[config.mk]
export PLATFORM = sky130hd
export DESIGN_NAME = regfile_mp
export DESIGN_NICKNAME = d
export VERILOG_FILES = /design/src/rtl/regfile_pkg.sv /design/src/rtl/regfile_mp_rd_port.sv /design/src/rtl/regfile_mp.sv
export SDC_FILE = /design/constraint.sdc
export NUM_CORES = 1
export LEC_CHECK = 0
export CORE_AREA = 2 2 56 111
export CTS_CLUSTER_DIAMETER = 150
export CTS_CLUSTER_SIZE = 10
export DETAILED_ROUTE_END_ITERATION = 6
export DIE_AREA = 0 0 58 113
export PLACE_DENSITY_LB_ADDON = 0.08
export SYNTH_ARGS = -nofsm -noshare
export SYNTH_HDL_FRONTEND = slang
export SYNTH_SLANG_ARGS = --single-unit
[constraint.sdc]
create_clock -name clk -period 2.4 [get_ports clk]
set_input_delay 0.6 -clock clk [delete_from_list [all_inputs] [get_ports clk]]
set_output_delay 0.6 -clock clk [all_outputs]
set_load 0.02 [all_outputs]
[src/rtl/regfile_pkg.sv]
// Shared types, default reset image and reset-value helper for the regfile_mp register file.
package regfile_pkg;

  localparam int RF_WIDTH_DEF = 8;
  localparam int RF_DEPTH_DEF = 4;
  localparam int RF_AW_DEF    = $clog2(RF_DEPTH_DEF);
  localparam int RF_MAX_WIDTH = 64;
  localparam int RF_MAX_IMAGE = 4096;

  localparam logic [RF_DEPTH_DEF*RF_WIDTH_DEF-1:0] RF_RESET_VALS_DEF = {8'd0, 8'd2, 8'd1, 8'd0};

  typedef struct packed {
    logic                    en;
    logic [RF_AW_DEF-1:0]    addr;
    logic [RF_WIDTH_DEF-1:0] data;
  } wr_req_t;

  // Image is zero-extended to RF_MAX_IMAGE so any WIDTH/DEPTH combination fits one signature.
  function automatic logic [RF_MAX_WIDTH-1:0] regfile_reset_val(
    input logic [RF_MAX_IMAGE-1:0] image,
    input int unsigned             idx,
    input int unsigned             width
  );
    logic [RF_MAX_IMAGE-1:0] shifted;
    logic [RF_MAX_WIDTH-1:0] mask;
    shifted = image >> (idx * width);
    mask    = ~({RF_MAX_WIDTH{1'b1}} << width);
    return shifted[RF_MAX_WIDTH-1:0] & mask;
  endfunction

endpackage

[src/rtl/regfile_mp_rd_port.sv]
// One registered read port: write-through bypass (port 1 > port 0 > array) and rd_data/rd_valid flops.
// With REGFILE_ZERO_REG_EN defined, address 0 always reads as zero.
module regfile_rd_port
  import regfile_pkg::*;
#(
  parameter  int WIDTH = RF_WIDTH_DEF,
  parameter  int DEPTH = RF_DEPTH_DEF,
  localparam int AW    = $clog2(DEPTH)
) (
  input  logic                   clk,
  input  logic                   async_rst,
  input  logic                   rd_en,
  input  logic [AW-1:0]          rd_addr,
  input  logic [DEPTH*WIDTH-1:0] regs_flat,
  input  logic [1:0]             wr_en,
  input  logic [2*AW-1:0]        wr_addr,
  input  logic [2*WIDTH-1:0]     wr_data,
  output logic [WIDTH-1:0]       rd_data,
  output logic                   rd_valid
);

  logic [WIDTH-1:0] next_data;

  always_comb begin
    next_data = regs_flat[rd_addr*WIDTH +: WIDTH];
    if (wr_en[0] && (wr_addr[0 +: AW] == rd_addr)) next_data = wr_data[0 +: WIDTH];
    if (wr_en[1] && (wr_addr[AW +: AW] == rd_addr)) next_data = wr_data[WIDTH +: WIDTH];
`ifdef REGFILE_ZERO_REG_EN
    if (rd_addr == '0) next_data = '0;
`endif
  end

  always_ff @(posedge clk or posedge async_rst) begin
    if (async_rst) begin
      rd_data  <= '0;
      rd_valid <= 1'b0;
    end else begin
      rd_valid <= rd_en;
      if (rd_en) rd_data <= next_data;
    end
  end

endmodule

[src/rtl/regfile_mp.sv]
// Multi-port register file: NUM_RD registered read ports, two write ports, bypass and collision flag.
// Optional REGFILE_ZERO_REG_EN hardwires register 0 to zero.
module regfile_mp
  import regfile_pkg::*;
#(
  parameter  int                     WIDTH      = RF_WIDTH_DEF,
  parameter  int                     DEPTH      = RF_DEPTH_DEF,
  parameter  int                     NUM_RD     = 2,
  parameter  logic [DEPTH*WIDTH-1:0] RESET_VALS = (DEPTH*WIDTH)'(RF_RESET_VALS_DEF),
  localparam int                     AW         = $clog2(DEPTH)
) (
  input  logic                    clk,
  input  logic                    async_rst,
  input  logic [NUM_RD-1:0]       rd_en,
  input  logic [NUM_RD*AW-1:0]    rd_addr,
  output logic [NUM_RD*WIDTH-1:0] rd_data,
  output logic [NUM_RD-1:0]       rd_valid,
  input  logic [1:0]              wr_en,
  input  logic [2*AW-1:0]         wr_addr,
  input  logic [2*WIDTH-1:0]      wr_data,
  output logic                    wr_collision
);

  localparam logic [RF_MAX_IMAGE-1:0] RESET_IMG = RF_MAX_IMAGE'(RESET_VALS);

  logic [WIDTH-1:0]       regs [DEPTH];
  logic [DEPTH*WIDTH-1:0] regs_flat;

  // Port 1 is applied last so it wins a same-address double write.
  always_ff @(posedge clk or posedge async_rst) begin
    if (async_rst) begin
      for (int i = 0; i < DEPTH; i++) begin
        regs[i] <= WIDTH'(regfile_reset_val(RESET_IMG, i, WIDTH));
      end
`ifdef REGFILE_ZERO_REG_EN
      regs[0] <= '0;
`endif
    end else begin
      for (int k = 0; k < 2; k++) begin
        if (wr_en[k]) regs[wr_addr[k*AW +: AW]] <= wr_data[k*WIDTH +: WIDTH];
      end
`ifdef REGFILE_ZERO_REG_EN
      regs[0] <= '0;
`endif
    end
  end

  always_ff @(posedge clk or posedge async_rst) begin
    if (async_rst) wr_collision <= 1'b0;
    else           wr_collision <= wr_en[0] & wr_en[1] & (wr_addr[0 +: AW] == wr_addr[AW +: AW]);
  end

  always_comb begin
    regs_flat = '0;
    for (int i = 0; i < DEPTH; i++) regs_flat[i*WIDTH +: WIDTH] = regs[i];
  end

  for (genvar p = 0; p < NUM_RD; p++) begin : g_rd
    regfile_rd_port #(
      .WIDTH (WIDTH),
      .DEPTH (DEPTH)
    ) u_rd_port (
      .clk       (clk),
      .async_rst (async_rst),
      .rd_en     (rd_en[p]),
      .rd_addr   (rd_addr[p*AW +: AW]),
      .regs_flat (regs_flat),
      .wr_en     (wr_en),
      .wr_addr   (wr_addr),
      .wr_data   (wr_data),
      .rd_data   (rd_data[p*WIDTH +: WIDTH]),
      .rd_valid  (rd_valid[p])
    );
  end

endmodule

* Word level (Yosys, flattened, before mapping)
Cells that the tools add are included.
** Word-level totals
- Flip-flop bits (word level) :: 51
- Input bits :: 30
- Output and inout port bits :: 19
- Logic and storage cells :: 42
** Cells by class
- Order comparisons :: 4
- Equality and inequality tests :: 5
- Shifts and indexed selects :: 2
- Mux-type cells :: 12
- Bitwise operators :: 4
- Reductions and logical operators :: 6
** Operators by type and width (count)
- 32-bit bitwise mux :: 2
- 32-bit 2-to-1 mux :: 2
- 32-bit by 6-bit variable part select with 8-bit output :: 2
- 8-bit 2-to-1 mux :: 6
- 8-bit demux with 2-bit select :: 2
- 2-bit equality test :: 5
- 3-bit greater-or-equal comparator, second input constant :: 2
- 1-bit logical AND :: 6
- 3-bit by 1-bit < comparator with 1-bit output, second input constant :: 2
- 2-bit inverter with 3-bit output :: 2
- 1-bit AND :: 2

* Depth between registers and ports, before layout
Gate-level depths: netlist of run 1.
- Depth after elaboration :: 9
- Depth in mapped cells :: 6
- Depth with buffers taken out :: 4

* Hierarchy
Synthesis of run 1 repeated with hierarchy kept, for this count alone.
** Second synthesis, totals
- Cells, all modules :: 294
- Area total of the unflattened synthesis :: 3005.4 µm²
** Modules (own cells, without submodules)
- regfile_mp :: times used 1, cells each 190, area an instance 1581.5 µm², seq. area each 828.3 µm²
- regfile_rd_port :: times used 2, cells each 52, area an instance 711.9 µm², seq. area each 225.2 µm²

* Least setup slack after synthesis of run 1
Ideal clock, no wire load.
- Path kind :: in2reg
- From :: input port rd_addr[0]
- To :: register g_rd[0].u_rd_port.rd_data[0]
- Library setup time :: 126 ps
- Arrival time :: 1792 ps
- Required time :: 2274 ps
- Slack :: 482 ps
- Cell stages on the path :: 4
- Path buffers :: 1
- Cells stage by stage :: buf_6 > mux4_2 > mux2_2 > a221o_1
** Between the ends
- Longest elaborated chain between the ends :: 4
- Elaborated cells between the ends (all ways) :: 7
- Those cells by class :: 2 x eq/ne; 1 x shift; 2 x mux; 2 x reduce/logical
** RTL lines
- from (decl) :: line regfile_mp.sv:15 : input logic [NUM_RD*AW-1:0] rd_addr,
- parallel branches: the longest is 3 deep, another holds 32-bit by 6-bit variable part select with 8-bit output
- 8-bit 2-to-1 mux * :: line regfile_mp_rd_port.sv:27 : if (wr_en[1] && (wr_addr[AW +: AW] == rd_addr)) next_data = wr_data[WIDTH +: WIDTH];
- to (signal assigned) :: line regfile_mp_rd_port.sv:39 : if (rd_en) rd_data <= next_data;
- to (decl) :: line regfile_mp_rd_port.sv:18 : output logic [WIDTH-1:0] rd_data,
Every way passes the cells marked *.
A chain may end at the register's enable or synchronous reset.

* Worst setup path in the final report of run 1
- From :: input port rd_addr[0]
- To :: register g_rd[0].u_rd_port.rd_data[5]
Same word-level chain as after synthesis.

==> qor.yml, run 1 <==
clocking:
  cts_tree: "done"
  clockBufferDepth: 2
  cts_hold_buf: 0
  numCtsBuffers: 5
  htreeDepth: 2
  cts_resized: 0
  clk_latency_ns: 0.29
  clk_root_buffer_cell: "clkbuf_16"
  cts.clk_slew.worst_paths_ns: 0.06
  cts_setup_buffers: 0
  clock_sinks: 51
drt:
  wl_per_cell_um: 19.7
  vias_per_cell: 5.99
  drc: 0
  drtAntennaViolNets: 0
  first_pass_iters: 4
  drt_wl_total_mm: 7.51
  vias: 2290
  drtIter0Drc: 88
sta:
  finalMaxSlewViolations: 0
  finClkSkew_ns: 0.00462
  rsz0062_at_grt: "no"
  setup_viol: 0
  hold_ws_ns: 0.514
  max_freq_ghz: 0.451
  slew_headroom_pct: 39.5
  setup_ws_ns: 0.185
  worstMarginPinSlew_ns: 0.903
  fin_crit_ns: 2.21
  finalHoldViolations: 0
  min_period_over_period_pct: 92.3
run_status:
  outcome: "finished, final reports clean"
synthesis:
  muxShareOfSynthArea_pct: 28.5
  syn-num-nets: 291
  ys_warn_count: 0
  synth-xor-area-share_pct: 2.90
  synthArstFlopShare_pct: 100
  synth-simple-area-share_pct: 10.7
  synth_fa_ha_area_share_pct: 0
  synth_cell_type_count: 29
  synth-seq-cells: 51
  syn_inst: 261
  syn-cell-area_sq_um: 3020
  synth_edf_count: 0
  synth_ff_type: "dfrtp_1"
  synth_top_family_by_area: "multiplexers"
  synth_compound_area_share_pct: 11.0
  syn_avg_cell_area_sq_um: 11.6
  ys_seq_area_share_pct: 42.4
global_routing:
  antenna_found_initial: 0
  overflow: 0
  grt_max_degree: 31
  grt_pass1_wl_mm: 12.6
  grt_use_total_pct: 25.3
  grt_pass1_vias: 2402
setup_path:
  crit_family: "multiplexers"
  critPathKind: "in2reg"
  cp_num_cells: 5
  slowest_delay_ns: 0.51
  reg2reg_depth: 3
  worstSetupEndpointType: "register"
  crit_buf_inv: 2
  cp.required_ns: 2.57
  critPathLaunchType: "input port"
  slowest_stage: "clkdlybuf4s50_1"
  crit_chain: "clkdlybuf4s50_1, buf_12, mux4_2, mux2_2, a221o_1"
  cp.arrival_ns: 2.39
  cp_max_fo: 10
place:
  port_buffers: 48
  dp_slack_ns: -0.115
  place.gp.congestion: 0.840
  post-dp-hpwl_mm: 5.81
floorplan:
  start_util_pct: 53.3
  io_pins: 49
  rows: 39
  die_area_sq_um: 6550
  die_x_um: 58
  die_h_um: 113
  core_area_sq_um: 5660
layout:
  multi_input_area_sq_um: 1610
  fillCellCount: 470
  final_common_cell: "dfrtp_1"
  drive_gt1_share_pct: 21.5
  diodes: 0
  layout_common_cells: "dfrtp_1, clkdlybuf4s50_1, nand2_1"
  final_nets: 350
  ff_latch_area_sq_um: 1280
  synthToLayoutAreaGrowth_pct: 27.4
hold_path:
  hold_path_class: "reg2reg"
  holdPathStages: 1
flow_run:
  cap_violations: 0
pwr:
  power.leakage_nw: 1.68
  power.density_nw_per_um2: 714
  ir_worst_vdd_v: 0.000702
power by group:
part           switching, mW  total [mW]  internal [mW]
combinational          0.337       0.784          0.447
clock                  0.317       0.814          0.497
sequential             0.121        1.15           1.02
total                  0.775        2.74           1.97
flip-flops by register name, summed over array words and instances, names as in the netlist:
name and cells:
regs 32, wr_collision 1, g_rd.u_rd_port.rd_data 16, g_rd.u_rd_port.rd_valid 2
synthesized netlist by cell type (2+ instances only):
| library cell | number | share of area [%] |
|---|---|---|
| nand2_1 | 34 | 4.2 |
| mux4_2 | 16 | 12 |
| xnor2_1 | 8 | 2.3 |
| and2_1 | 16 | 3.3 |
| a31oi_1 | 2 | 0.41 |
| a221o_1 | 16 | 5.3 |
| buf_6 | 4 | 1.5 |
| o21ai_0 | 32 | 5.3 |
| nand3b_1 | 2 | 0.50 |
| buf_2 | 5 | 0.83 |
| buf_4 | 2 | 0.50 |
| clkbuf_1 | 7 | 0.87 |
| clkinv_1 | 2 | 0.25 |
| nor3b_1 | 2 | 0.50 |
| dfrtp_1 | 49 | 41 |
| mux2i_1 | 32 | 11 |
| nand3_2 | 2 | 0.66 |
| xor2_1 | 2 | 0.58 |
| and4_1 | 2 | 0.58 |
| mux2_2 | 16 | 6.0 |
| dfstp_2 | 2 | 1.7 |
final cells by class:
| type | instances | share of cell area, % |
|---|---|---|
| tap | 61 | 1.99 |
| multi-input combinational | 187 | 41.8 |
| timing repair buffer | 72 | 18.2 |
| clock inverter | 3 | 1.24 |
| clock buffer | 5 | 3.26 |
| sequential | 51 | 33.3 |
| inverter | 3 | 0.293 |
worst paths after layout:
kind                                                 to                         start  slack, ns
min reg2reg                g_rd[1].u_rd_port.rd_data[5]  g_rd[1].u_rd_port.rd_data[5]       0.51
min in group asynchronous  g_rd[1].u_rd_port.rd_data[7]                     async_rst       0.65
max reg2reg                g_rd[0].u_rd_port.rd_data[5]                       regs[5]       0.78
min                        g_rd[1].u_rd_port.rd_data[5]  g_rd[1].u_rd_port.rd_data[5]       0.51
max in group asynchronous                       regs[9]                     async_rst       1.16
max                        g_rd[0].u_rd_port.rd_data[5]                    rd_addr[0]       0.19
per-layer routing:
metal / routed length, um / part of all wire [%] / GRT usage (%) / vias to the layer above
met2: 4020 / 54 / 43.4 / 70
li1: - / - / - / 1084
met3: 290 / 3.9 / 3.31 / 16
met1: 3020 / 40 / 32.0 / 1120
met5: 0 / 0 / 0 / -
met4: 180 / 2.4 / 8.99 / 0
cell families (layout without fill, tap and decap cells):
family,after synthesis,count (layout)
buffers and inverters,23,83
AOI/OAI and AO/OA,50,50
DFF,51,51
xor gates and xnor gates,10,10
muxes,64,64
and+or+nand+nor,63,63
metrics by stage:
stage | power, mW | cell area (sq um) | util (%) | setup TNS [ns] | std cells
after floorplan | 1.61 | 3020 | - | 0 | 261
after global placement | 1.91 | 3670 | 64.8 | -0.962 | 374
after detailed placement | 1.94 | 3670 | 64.8 | -1.29 | 374
after CTS | 2.76 | 3840 | 67.9 | 0 | 382
after global routing | 2.87 | 3840 | 67.9 | 0 | 382
final | 2.74 | 3840 | 67.9 | 0 | 382
Note: power is estimated with default switching activity, not from simulation.
==> run 2, diff against run 1 <==
--- a/config.mk
+++ b/config.mk
@@ -5,11 +5,11 @@
 export SDC_FILE = /design/constraint.sdc
 export NUM_CORES = 1
 export LEC_CHECK = 0
-export CORE_AREA = 2 2 56 111
+export CORE_AREA = 2 2 69 137
 export CTS_CLUSTER_DIAMETER = 150
 export CTS_CLUSTER_SIZE = 10
 export DETAILED_ROUTE_END_ITERATION = 6
-export DIE_AREA = 0 0 58 113
+export DIE_AREA = 0 0 71 139
 export PLACE_DENSITY_LB_ADDON = 0.08
 export SYNTH_ARGS = -nofsm -noshare
 export SYNTH_HDL_FRONTEND = slang
==> run 2 against run 1 <==
Clock power shrank 4.9%. Highest routed layer unchanged. Largest power group unchanged. Non-clock buffer count grew 2. Design area grew 1.7%. Critical endpoint is now g_rd[0].u_rd_port.rd_data[1]. Register-to-register slack gained 0.02 ns. Combinational power grew 2%. Via count grew 0.17%. Worst hold slack gained 0.0021 ns.
==> qor.yml, run 2 (synthesis gave the netlist of run 1 again) <==
run_status:
  outcome: "finished, final reports clean"
sta:
  worstMarginPinSlew_ns: 0.866
  max_freq_ghz: 0.453
  setup_viol: 0
  setup_ws_ns: 0.191
  min_period_over_period_pct: 92.0
  slew_headroom_pct: 42.0
  fin_setup_tns_ns: 0
  rsz0062_at_grt: "no"
  fin_crit_ns: 2.21
  hold_ws_ns: 0.516
  finClkSkew_ns: 0.00260
  finalMaxSlewViolations: 0
  finalHoldViolations: 0
global_routing:
  grt_pass1_vias: 2460
  antenna_found_initial: 0
  overflow: 0
  grt_pass1_wl_mm: 14.0
  grt_max_degree: 52
  grt_use_total_pct: 18.6
floorplan:
  die_x_um: 71
  start_util_pct: 33.9
  rows: 49
  core_area_sq_um: 8890
  die_area_sq_um: 9870
  die_h_um: 139
  io_pins: 49
drt:
  drt_wl_total_mm: 8.53
  vias_per_cell: 5.40
  wl_per_cell_um: 20.1
  drc: 0
  vias: 2294
  first_pass_iters: 4
  drtIter0Drc: 156
  drtAntennaViolNets: 0
layout:
  largest_reg_flops: 32
  final_common_cell: "dfrtp_1"
  layout_common_cells: "dfrtp_1, clkdlybuf4s50_1, nand2_1"
  fillCellCount: 852
  reg.largest.list: "regs x32, g_rd.u_rd_port.rd_data x16, g_rd.u_rd_port.rd_valid x2"
  diodes: 0
  drive_gt1_share_pct: 22.0
  regMostFlops: "regs"
  synthToLayoutAreaGrowth_pct: 29.6
  final_nets: 352
  instances_no_fill: 425
  post-route-util_pct: 44.0
setup_path:
  critPathKind: "in2reg"
  cp_max_fo: 10
  cp.required_ns: 2.58
  crit_chain: "clkdlybuf4s50_1, buf_12, mux4_2, mux2_2, a221o_1"
  slowest_stage: "clkdlybuf4s50_1"
  slowest_delay_ns: 0.51
  worstSetupEndpointType: "register"
  cp.arrival_ns: 2.39
  critPathLaunchType: "input port"
  rrSetupSlack_ns: 0.80
clocking:
  cts_resized: 0
  clk_root_buffer_cell: "clkbuf_16"
  cts_tree: "done"
  clk_latency_ns: 0.29
  cts.clk_slew.worst_paths_ns: 0.07
  clock_sinks: 51
  cts_hold_buf: 0
  cts_setup_buffers: 0
  clockBufferDepth: 2
  numCtsBuffers: 5
  htreeDepth: 2
place:
  post-dp-hpwl_mm: 6.33
  dp_slack_ns: -0.106
  port_buffers: 48
  place.gp.congestion: 0.827
  placed_cells: 417
hold_path:
  hold_path_class: "reg2reg"
pwr:
  ir_worst_vdd_v: 0.000394
  power.leakage_nw: 1.69
  power.density_nw_per_um2: 693
flow_run:
  cap_violations: 0
-- run 2: power by group --
group,switching (mW),internal [mW]
combinational,0.345,0.453
clock,0.330,0.444
sequential,0.115,1.02
total,0.790,1.92
-- run 2: cell type report --
type / instances / area (sq um) / share of cell area [%]
clock buffer: 7 / 153 / 3.91
clock inverter: 1 / 7.51 / 0.192
inverter: 3 / 11.3 / 0.288
multi-input combinational: 187 / 1610 / 41.1
sequential: 51 / 1280 / 32.7
tap: 102 / 128 / 3.27
timing repair buffer: 74 / 726 / 18.6
-- run 2: worst paths after layout --
check	from	endpoint	depth (start not counted)
setup / recovery	rd_addr[0]	g_rd[0].u_rd_port.rd_data[1]	5
hold reg to reg	g_rd[0].u_rd_port.rd_data[7]	g_rd[0].u_rd_port.rd_data[7]	1
min in group asynchronous	async_rst	g_rd[0].u_rd_port.rd_data[6]	3
max in group asynchronous	async_rst	regs[9]	3
hold / removal	g_rd[0].u_rd_port.rd_data[7]	g_rd[0].u_rd_port.rd_data[7]	1
setup reg to reg	regs[1]	g_rd[0].u_rd_port.rd_data[1]	3
-- run 2: critical path, delay by kind of cell --
| kind | cells | cell delay [ns] |
|---|---|---|
| AO/OA/AOI/OAI | 1 | 0.31 |
| buffers and inverters | 2 | 0.67 |
| multiplexers | 2 | 0.80 |
-- run 2: routing by layer --
layer  vias up  track usage [%]  wire length, um
li1       1086                -                -
met1      1140             23.4             3540
met2        58             31.8             4510
met3        10             2.98              311
met4         0             6.55              176
met5         -                0                0
-- run 2: metrics by stage --
step / area [sq um] / power (mW)
after global routing: 3910 / 2.86
after global placement: 3750 / 1.95
after detailed placement: 3750 / 1.96
after floorplan: 3020 / 1.61
final: 3910 / 2.71
after CTS: 3910 / 2.74
